[config.mk]
export PLATFORM = sky130hd
export DESIGN_NAME = mem_wb_pipeline
export DESIGN_NICKNAME = d
export VERILOG_FILES = /design/src/rtl/mem_wb_pipeline.sv
export SDC_FILE = /design/constraint.sdc
export NUM_CORES = 1
export LEC_CHECK = 0
export ABC_AREA = 1
export CORE_MARGIN = 4
export CORE_UTILIZATION = 40
export DETAILED_ROUTE_END_ITERATION = 6
export DONT_BUFFER_PORTS = 1
export PLACE_DENSITY_LB_ADDON = 0.2
export SLEW_MARGIN = 20
export SYNTH_ARGS = -nofsm -noshare
export SYNTH_HDL_FRONTEND = slang
export SYNTH_SLANG_ARGS = --single-unit
[constraint.sdc]
create_clock -name clk -period 3.85 [get_ports clk]
set_clock_uncertainty 0.05 [all_clocks]
set_input_delay 0.1925 -clock clk [delete_from_list [all_inputs] [get_ports clk]]
set_output_delay 0.1925 -clock clk [all_outputs]
set_load 0.005 [all_outputs]
[src/rtl/mem_wb_pipeline.sv]
// -----------------------------------------------------------------------------
// mem_wb_pipeline
//
// EX/MEM and MEM/WB pipeline registers of the 5-stage RV32I core, plus the
// data-memory access FSM of the MEM stage. It also produces the load-use and
// memory-wait stalls, the forwarding sources for data_forwarding and the
// register-file write port.
//
// Optional feature macro: DMEM_TIMEOUT_EN
//   defined   : a data-memory access that waits TIMEOUT_CYCLES stall cycles is
//               abandoned, a load writes 0 and the sticky dmem_err flag is set.
//   undefined : WAIT lasts until dmem_ready, dmem_err is tied to 0.
//
// Ports:
//   clk, rst                      clock, asynchronous active-high reset
//   ex_valid, ex_rd, ex_regWrite, ex_memRead, ex_memWrite, ex_memToReg,
//   ex_alu_result, ex_store_data  EX-stage instruction fields
//   id_rs1, id_rs2                ID-stage sources for the load-use check
//   dmem_req/we/addr/wdata        data-memory request (outputs)
//   dmem_ready, dmem_rdata        data-memory response (inputs)
//   mem_rd, mem_regWrite,
//   mem_fwd_data                  EX/MEM forwarding source
//   wb_rd, wb_regWrite, wb_data   MEM/WB forwarding source
//   rf_we, rf_waddr, rf_wdata     register-file write port
//   mem_stall, ld_use_stall       pipeline stall requests
//   stall_cycles                  saturating count of mem_stall cycles
//   dmem_err                      sticky access-timeout flag
// -----------------------------------------------------------------------------
module mem_wb_pipeline #(
    parameter int DATA_WIDTH     = 32,
    parameter int REG_SIZE       = 5,
    parameter int TIMEOUT_CYCLES = 16
) (
    input  logic                  clk,
    input  logic                  rst,
    input  logic                  ex_valid,
    input  logic [REG_SIZE-1:0]   ex_rd,
    input  logic                  ex_regWrite,
    input  logic                  ex_memRead,
    input  logic                  ex_memWrite,
    input  logic                  ex_memToReg,
    input  logic [DATA_WIDTH-1:0] ex_alu_result,
    input  logic [DATA_WIDTH-1:0] ex_store_data,
    input  logic [REG_SIZE-1:0]   id_rs1,
    input  logic [REG_SIZE-1:0]   id_rs2,
    output logic                  dmem_req,
    output logic                  dmem_we,
    output logic [DATA_WIDTH-1:0] dmem_addr,
    output logic [DATA_WIDTH-1:0] dmem_wdata,
    input  logic                  dmem_ready,
    input  logic [DATA_WIDTH-1:0] dmem_rdata,
    output logic [REG_SIZE-1:0]   mem_rd,
    output logic                  mem_regWrite,
    output logic [DATA_WIDTH-1:0] mem_fwd_data,
    output logic [REG_SIZE-1:0]   wb_rd,
    output logic                  wb_regWrite,
    output logic [DATA_WIDTH-1:0] wb_data,
    output logic                  rf_we,
    output logic [REG_SIZE-1:0]   rf_waddr,
    output logic [DATA_WIDTH-1:0] rf_wdata,
    output logic                  mem_stall,
    output logic                  ld_use_stall,
    output logic [31:0]           stall_cycles,
    output logic                  dmem_err
);

    typedef enum logic {S_IDLE, S_WAIT} state_t;

    state_t                r_state;
    state_t                w_state_nxt;

    // EX/MEM register
    logic                  r_mem_valid;
    logic [REG_SIZE-1:0]   r_mem_rd;
    logic                  r_mem_regWrite;
    logic                  r_mem_memRead;
    logic                  r_mem_memWrite;
    logic                  r_mem_memToReg;
    logic [DATA_WIDTH-1:0] r_mem_alu;
    logic [DATA_WIDTH-1:0] r_mem_store;

    // MEM/WB register
    logic                  r_wb_valid;
    logic [REG_SIZE-1:0]   r_wb_rd;
    logic                  r_wb_regWrite;
    logic [DATA_WIDTH-1:0] r_wb_data;

    logic [31:0]           r_stall_cycles;
    logic                  w_mem_access;
    logic                  w_timeout;
    logic                  w_mem_stall;
    logic [DATA_WIDTH-1:0] w_load_data;

    assign w_mem_access = r_mem_valid & (r_mem_memRead | r_mem_memWrite);

`ifdef DMEM_TIMEOUT_EN
    localparam int CNT_W = $clog2(TIMEOUT_CYCLES) + 1;
    localparam logic [CNT_W-1:0] CNT_LAST = CNT_W'(TIMEOUT_CYCLES - 1);

    logic [CNT_W-1:0] r_wait_cnt;
    logic             r_dmem_err;

    // The counter is zero on the first WAIT cycle because it is held clear in IDLE.
    always_ff @(posedge clk or posedge rst) begin
        if (rst) begin
            r_wait_cnt <= '0;
            r_dmem_err <= 1'b0;
        end else begin
            if (r_state == S_WAIT)
                r_wait_cnt <= r_wait_cnt + 1'b1;
            else
                r_wait_cnt <= '0;
            if (w_timeout)
                r_dmem_err <= 1'b1;
        end
    end

    assign w_timeout = (r_state == S_WAIT) & (r_wait_cnt == CNT_LAST) & ~dmem_ready;
    assign dmem_err  = r_dmem_err;
`else
    assign w_timeout = 1'b0;
    assign dmem_err  = 1'b0;
`endif

    // An abandoned load writes zero instead of whatever is on the read bus.
    assign w_load_data = w_timeout ? '0 : dmem_rdata;
    assign w_mem_stall = w_mem_access & ~dmem_ready & ~w_timeout;

    // Access FSM
    always_ff @(posedge clk or posedge rst) begin
        if (rst)
            r_state <= S_IDLE;
        else
            r_state <= w_state_nxt;
    end

    always_comb begin
        w_state_nxt = r_state;
        dmem_req    = 1'b0;
        case (r_state)
            S_IDLE: begin
                dmem_req = w_mem_access;
                if (w_mem_access && !dmem_ready)
                    w_state_nxt = S_WAIT;
            end
            S_WAIT: begin
                dmem_req = 1'b1;
                if (dmem_ready || w_timeout)
                    w_state_nxt = S_IDLE;
            end
            default: w_state_nxt = S_IDLE;
        endcase
    end

    // EX -> MEM boundary
    always_ff @(posedge clk or posedge rst) begin
        if (rst) begin
            r_mem_valid    <= 1'b0;
            r_mem_rd       <= '0;
            r_mem_regWrite <= 1'b0;
            r_mem_memRead  <= 1'b0;
            r_mem_memWrite <= 1'b0;
            r_mem_memToReg <= 1'b0;
            r_mem_alu      <= '0;
            r_mem_store    <= '0;
        end else if (!w_mem_stall) begin
            r_mem_valid    <= ex_valid;
            r_mem_rd       <= ex_rd;
            // x0 is never a forwarding source nor a write target
            r_mem_regWrite <= ex_regWrite & (ex_rd != '0);
            r_mem_memRead  <= ex_memRead;
            r_mem_memWrite <= ex_memWrite;
            r_mem_memToReg <= ex_memToReg;
            r_mem_alu      <= ex_alu_result;
            r_mem_store    <= ex_store_data;
        end
    end

    // MEM -> WB boundary; a stalled MEM stage sends a bubble downstream
    always_ff @(posedge clk or posedge rst) begin
        if (rst) begin
            r_wb_valid    <= 1'b0;
            r_wb_rd       <= '0;
            r_wb_regWrite <= 1'b0;
            r_wb_data     <= '0;
        end else if (w_mem_stall) begin
            r_wb_valid    <= 1'b0;
        end else begin
            r_wb_valid    <= r_mem_valid;
            r_wb_rd       <= r_mem_rd;
            r_wb_regWrite <= r_mem_regWrite;
            r_wb_data     <= r_mem_memToReg ? w_load_data : r_mem_alu;
        end
    end

    always_ff @(posedge clk or posedge rst) begin
        if (rst)
            r_stall_cycles <= '0;
        else if (w_mem_stall && (r_stall_cycles != 32'hFFFF_FFFF))
            r_stall_cycles <= r_stall_cycles + 32'd1;
    end

    assign dmem_we      = r_mem_memWrite;
    assign dmem_addr    = r_mem_alu;
    assign dmem_wdata   = r_mem_store;

    assign mem_rd       = r_mem_rd;
    assign mem_regWrite = r_mem_valid & r_mem_regWrite;
    assign mem_fwd_data = r_mem_alu;

    assign wb_rd        = r_wb_rd;
    assign wb_regWrite  = r_wb_valid & r_wb_regWrite;
    assign wb_data      = r_wb_data;

    assign rf_we        = wb_regWrite;
    assign rf_waddr     = r_wb_rd;
    assign rf_wdata     = r_wb_data;

    assign mem_stall    = w_mem_stall;
    assign stall_cycles = r_stall_cycles;

    // Load-use looks only at EX/ID; it is independent of the MEM-stage wait.
    assign ld_use_stall = ~rst & ex_valid & ex_memRead & (ex_rd != '0) &
                          ((ex_rd == id_rs1) | (ex_rd == id_rs2));

endmodule

# --- After elaboration in Yosys (flattened, before gate mapping) ---
# Cells that the tools add are included.
totals:
  inputBits: 119
  regBits: 146
  out_inout_bits: 215
classes:
  muxes: 6
  bitwise_logic: 14
  addsub: 1
  n_reduce_logical: 4
  eq_ne: 3
op_table:
  columns: ["cell", "count"]
  rows:
  - ["32-bit by 1-bit adder with 32-bit output, second input constant", 1]
  - ["32-bit two-way mux", 1]
  - ["32-bit != test, second input constant", 1]
  - ["5-bit == test", 2]
  - ["1-bit AND", 9]
  - ["5-bit nonzero test", 1]
  - ["1-bit one-hot mux with 2 select lines", 2]
  - ["1-bit two-way mux", 3]
  - ["1-bit NOT", 3]
  - ["1-bit logical AND", 2]
  - ["1-bit OR", 2]
  - ["1-bit logical NOT", 1]

# --- Logic depth before layout (Yosys ltp) ---
# Gate-level depths: netlist of run 1.
depth:
  depth_word: 5
  ltp_mapped: 11

# --- Least setup slack after synthesis of run 1 ---
# Ideal clock, no wire load.
synth_path:
  path_type: "in2out"
  start: "input port rst"
  end: "output port ld_use_stall"
  path_slack_ns: -0.067
  n_path_buf: 0
  t_required_ns: 3.607
  arrival_time_ns: 3.675
  path_stages: 3
  cell_sequence: "inv_1 -> nand4_1 -> a21oi_1"
synth_via:
  elab_chain_len: 5
synth_rtl:
  columns: ["item", "line_no", "text"]
  rows:
  - ["from (decl)", "35", "input logic rst,"]
  - ["1-bit NOT", "223", "assign ld_use_stall = ~rst & ex_valid & ex_memRead & (ex_rd != '0) &"]
  - ["1-bit AND (4 in a row)", "223", null]
  - ["to (decl)", "62", "output logic ld_use_stall,"]
# No other way between the ends.

# --- Worst setup path in the final report of run 1 ---
# Ends and elaborated chain as after synthesis.

==> flow_summary.json, run 1 <==
{
  "io_buffers": 0,
  "comb_power_share_pct": 12.1,
  "seqPwrFrac_pct": 48.2,
  "final_cell_count_no_fill": 1215,
  "dpl.cell_count": 1074,
  "ys_async_sr_fraction_pct": 100.0,
  "crit_type": "in2out",
  "grt_pass1_vias": 5944,
  "yosysWarnings": 0,
  "ys_seq_elements": 146,
  "antenna_left": 0,
  "grt_usage_pct": 20.87,
  "reg2regPathDepth": 10,
  "grt-ovfl-total": 0,
  "ff_latch_area_um2": 3654,
  "dp_hpwl_um": 15070,
  "drive_gt1_share_pct": 5.888,
  "fin_util_pct": 48.22,
  "worstPathArrival_ns": 1.97,
  "core-area_um2": 17960,
  "power.internal_mw": 2.898,
  "drtIter0Drc": 242,
  "power_density_nw_per_um2": 478.4,
  "drv_cap": 0,
  "multi_input_area_um2": 2816,
  "antenna_found_initial": 1,
  "cp_max_fo": 39,
  "tritoncts": "built",
  "avgSynthCellArea_um2": 7.740,
  "gp_congestion": 0.8784,
  "clkSlewWorstSetupHoldPaths_ns": 0.06,
  "netlist-cell-type-count": 28,
  "synth_ff_type": "dfrtp_1",
  "p_clk_share_pct": 39.6,
  "min_path_type": "in2reg",
  "timing.final.crit_share_pct": 57.59,
  "required_ns": 3.61,
  "die-area_um2": 20510,
  "cp-startpoint": "rst",
  "die_w_um": 143.2,
  "syn_inst": 945,
  "setup_viol": 0,
  "cts.sinks": 146,
  "htree_levels": 4,
  "firstDrtPassIters": 5,
  "wire_per_inst_um": 17.40,
  "min_from": "ex_rd[1]",
  "r2r_end": "stall_cycles[28]$_DFFE_PP0P_",
  "worst_setup_path_end_kind": "primary output",
  "timing.fmax_mhz": 451.1,
  "clk_latency_ns": 0.42,
  "finalNetCount": 1092,
  "num_rows": 49,
  "cts_buffer_depth": 2,
  "die_h_um": 143.2,
  "finalSetupTns_ns": 0,
  "power.switching_mw": 1.246,
  "synth_area_um2": 7315,
  "grt_max_degree": 86,
  "io_pins": 334,
  "syn-num-nets": 1065,
  "slew_viol_final": 0,
  "hold_viol": 0,
  "via_per_inst": 4.909,
  "fill_cells": 1683,
  "min_period_ns": 2.217,
  "yosysSeqAreaShare_pct": 49.95,
  "reg2reg_slack_ns": 1.87,
  "synth_enable_flop_cells": 0,
  "holdPathStages": 4,
  "area_growth_pct": 18.42,
  "place_area_um2": 6994,
  "numCtsBuffers": 17,
  "worstReg2RegStart": "stall_cycles[1]$_DFFE_PP0P_",
  "status": "finished clean",
  "worst_slew_pin_slew_ns": 1.039,
  "cts_root_buffer": "clkbuf_16",
  "stdcell_area_um2": 8662,
  "start_util_pct": 40.72,
  "grt_setup_unrepaired": "no",
  "critPathLaunchType": "input port",
  "relSlewSlack_pct": 30.65,
  "min_to": "r_mem_regWrite$_DFFE_PP0N_",
  "drc": 0,
  "cts-resized-gates": 0,
  "sw_frac_of_total_pct": 30.07,
  "routed_wl_um": 21140,
  "grt_pass1_wl_um": 33540,
  "peakVddDrop_uv": 303.6,
  "num_vias": 5964,
  "power.leakage_nw": 4.092
}
-- through the flow --
| stage | power, mW | hold slack, ns | worst slack (ns) |
|---|---|---|---|
| 5_1_grt | 4.368 | 0.08465 | 1.415 |
| 4_1_cts | 4.202 | 0.04425 | 1.535 |
| 6_report | 4.144 | 0.05569 | 1.633 |
| 3_5_place_dp | 2.449 | 0.2163 | 1.871 |
| 3_3_place_gp | 2.437 | 0.2151 | 1.906 |
| 2_1_floorplan | 2.418 | 0.2056 | 0.8688 |
-- sequential cells by signal, summed over array words and instances (netlist names) --
signal,flops
stall_cycles,32
r_mem_memRead,1
rf_wdata,32
dmem_we,1
dmem_addr,32
mem_rd,5
r_wb_valid,1
r_wb_regWrite,1
r_mem_memToReg,1
r_state,1
rf_waddr,5
r_mem_valid,1
dmem_wdata,32
r_mem_regWrite,1
-- cells in the final DEF (no fill, tap or decap), types with 4 or more instances in the layout --
| cell | n |
|---|---|
| buf_4 | 5 |
| inv_1 | 37 |
| xnor2_1 | 6 |
| xor2_1 | 14 |
| inv_6 | 4 |
| nand3_1 | 20 |
| nor2_2 | 6 |
| nor2_1 | 84 |
| nand3b_1 | 5 |
| dfrtp_1 | 146 |
| clkbuf_16 | 17 |
| a31oi_1 | 32 |
| o21ai_0 | 18 |
| clkinvlp_4 | 5 |
| nor3_1 | 4 |
| nand4_1 | 8 |
| a21oi_1 | 4 |
| dlygate4sd3_1 | 108 |
| nand2_1 | 437 |
-- layout make-up --
type	instances	share of cell area, %
well taps	229	3.308
inverters	41	1.849
multi-input cells	651	32.51
repair buffers	115	13.38
diodes	1	0.02889
clock buffers	19	4.998
flip-flops and latches	146	42.18
clock inverters	13	1.748
-- power groups by stage --
stage / clock network, mW / logic [mW] / registers, mW
detailed placement: 0 / 0.419 / 2.03
global route: 1.76 / 0.585 / 2.03
floorplan: 0 / 0.515 / 1.90
CTS: 1.69 / 0.510 / 2.00
global placement: 0 / 0.407 / 2.03
finish: 1.64 / 0.503 / 2.00
-- worst max-delay path, cell delays in order --
cell           delay (ns)
dlygate4sd3_1        0.58
clkinvlp_4           0.74
nand4_1              0.36
a21oi_1              0.09
-- synthesized netlist by cell type, types with 8 or more instances --
master	instances	area share, %
inv_1	38	2.0
nor2_1	84	4.3
buf_1	11	0.56
xor2_1	14	1.7
buf_4	71	7.3
nand3_1	21	1.4
dfrtp_1	146	50
nand4_1	8	0.68
nand2_1	437	22
clkbuf_1	14	0.72
o21ai_0	18	1.2
a31oi_1	32	2.7
buf_2	8	0.55
-- metal layers --
| layer | routed length [µm] | track usage, % |
|---|---|---|
| met1 | 8369 | 25.43 |
| met2 | 10630 | 34.82 |
| met3 | 1747 | 7.569 |
| met4 | 391 | 6.343 |
| met5 | 0 | 0 |
-- kinds of logic after synthesis --
group / synth area share (%)
and+or+nand+nor: 31.47
buffers and inverters: 11.72
DFF: 49.95
AOI/OAI and AO/OA: 4.242
xor gates and xnor gates: 2.395
adders and majority gates: 0.1710
other: 0.05127
-- repair_timing --
| action | in CTS | in global routing |
|---|---|---|
| hold buffers | 108 | 0 |
| endpoints found under the hold margin | 143 | 0 |
| buffers inserted | 0 | 0 |
-- worst max path at each step --
| stage | slack [ns] | cells after the start | endpoint |
|---|---|---|---|
| floorplan | 0.87 | 3 | ld_use_stall |
| global placement | 1.91 | 10 | stall_cycles[25]$_DFFE_PP0P_ |
| detailed placement | 1.87 | 10 | stall_cycles[28]$_DFFE_PP0P_ |
| CTS | 1.53 | 4 | ld_use_stall |
| global route | 1.42 | 4 | ld_use_stall |
| finish | 1.63 | 4 | ld_use_stall |
Note: power is estimated with default switching activity, not from simulation.
==> run 2: changes to the inputs <==
- clock period: 3.85 -> 2.11 ns (I/O delays scaled with it)
==> run 2 against run 1 <==
First-iteration DRC count grew 43%. Wire length shrank 1.5%. Sequential power is 82% higher. Via count grew 0.86%. Sequential cell count is the same. Largest cell class unchanged.
==> flow_summary.json, run 2 (synthesized netlist as in run 1, its figures left out) <==
{
  "timing.final.crit_share_pct": 89.93,
  "drtIter0Drc": 345,
  "min_period_ns": 1.898,
  "worst_setup_path_end_kind": "primary output",
  "drv_cap": 0,
  "cts.sinks": 146,
  "num_rows": 49,
  "final_common_cell": "nand2_1",
  "via_per_inst": 4.906,
  "cts_root_buffer": "clkbuf_16",
  "die_w_um": 143.2,
  "fill_cells": 1688,
  "timing.fmax_mhz": 527.0,
  "min_path_type": "in2reg",
  "die_h_um": 143.2,
  "die-area_um2": 20510,
  "firstDrtPassIters": 4,
  "worst_slew_pin_slew_ns": 0.5623,
  "cp_max_fo": 30,
  "num_vias": 6015,
  "fin_util_pct": 48.81,
  "cts_buffer_depth": 2,
  "required_ns": 1.95,
  "antenna_left": 0,
  "grt_usage_pct": 20.63,
  "io_pins": 334,
  "gp_congestion": 0.8763,
  "antenna_found_initial": 0,
  "finalNetCount": 1105,
  "worstPathArrival_ns": 1.74,
  "setup_viol": 0,
  "status": "finished clean",
  "numCtsBuffers": 17,
  "grt_pass1_wl_um": 33510,
  "core-area_um2": 17960,
  "area_growth_pct": 19.88,
  "htree_levels": 4,
  "worstReg2RegStart": "stall_cycles[1]$_DFFE_PP0P_",
  "cp-startpoint": "dmem_we$_DFFE_PP0N_",
  "crit_type": "reg2out",
  "relSlewSlack_pct": 62.43,
  "final_cell_count_no_fill": 1226,
  "grt-ovfl-total": 0,
  "finalSetupTns_ns": 0,
  "tritoncts": "built",
  "hold_viol": 0,
  "layout_common_cells": "nand2_1, dfrtp_1, dlygate4sd3_1",
  "wire_per_inst_um": 16.99,
  "stdcell_area_um2": 8768,
  "peakVddDrop_uv": 672.6,
  "slew_viol_final": 0,
  "dpl.cell_count": 1087,
  "power.leakage_nw": 4.164,
  "clkSlewWorstSetupHoldPaths_ns": 0.07,
  "clk_latency_ns": 0.41,
  "holdWs_ns": 0.1004,
  "io_buffers": 0,
  "place_area_um2": 7129,
  "critPathLaunchType": "flop",
  "start_util_pct": 40.72,
  "grt_setup_unrepaired": "no",
  "power_density_nw_per_um2": 851.1,
  "routed_wl_um": 20830,
  "drive_gt1_share_pct": 7.222,
  "min_from": "dmem_ready",
  "grt_max_degree": 118,
  "grt_pass1_vias": 6233,
  "n_antenna_cell": 0,
  "drc": 0,
  "dp_hpwl_um": 14940
}
## run 2: timing repair
action | CTS | global route
endpoints found under the hold margin | 194 | 0
setup buffers | 0 | 0
endpoints found under the setup margin | 0 | 1
hold buffers | 108 | 0
gates resized for setup | 0 | 1
## run 2: layout make-up
class	instances	area, µm²	area share [%]
Timing Repair Buffer	128	1294	14.75
Sequential cell	146	3654	41.67
Tap cell	229	286.5	3.268
Clock inverter	14	131.4	1.498
Multi-Input combinational cell	651	2816	32.12
Clock buffer	17	425.4	4.852
Inverter	41	161.4	1.841
## run 2: power breakdown
group          switching [mW]  total, mW  internal, mW
clock network            1.24       2.87          1.63
registers               0.497       3.64          3.14
logic                   0.540      0.952         0.412
## run 2: worst paths after layout
path,end,slack (ns),cells past startpoint
worst max-delay path,mem_stall,0.21,5
worst min-delay path,stall_cycles[8]$_DFFE_PP0P_,0.10,5
worst max register to register,stall_cycles[26]$_DFFE_PP0P_,0.34,10
worst min register to register,r_wb_regWrite$_DFFE_PP0N_,0.45,2
max in group asynchronous,dmem_addr[21]$_DFFE_PP0N_,1.13,3
min in group asynchronous,dmem_addr[4]$_DFFE_PP0N_,0.18,2
## run 2: critical path, stage by stage, from the launching register on
cell,delay [ns]
dfrtp_1,0.38
inv_1,0.07
nand2_1,0.10
nand3_4,0.14
clkinv_2,0.28
buf_4,0.35
## run 2: routing by layer
layer | up-vias | routed length [µm] | global-route usage [%]
met4 | 0 | 472 | 6.640
li1 | 2940 | - | -
met5 | - | 0 | 0
met1 | 2797 | 8520 | 24.96
met3 | 25 | 1387 | 6.564
met2 | 253 | 10450 | 35.11
## run 2: stage by stage
stage	total power, mW	setup slack [ns]
finish	7.463	0.2125
global route	7.873	0.04955
CTS	7.555	0.08097
detailed placement	4.491	0.3651
global placement	4.469	0.3847
floorplan	4.412	-0.6526
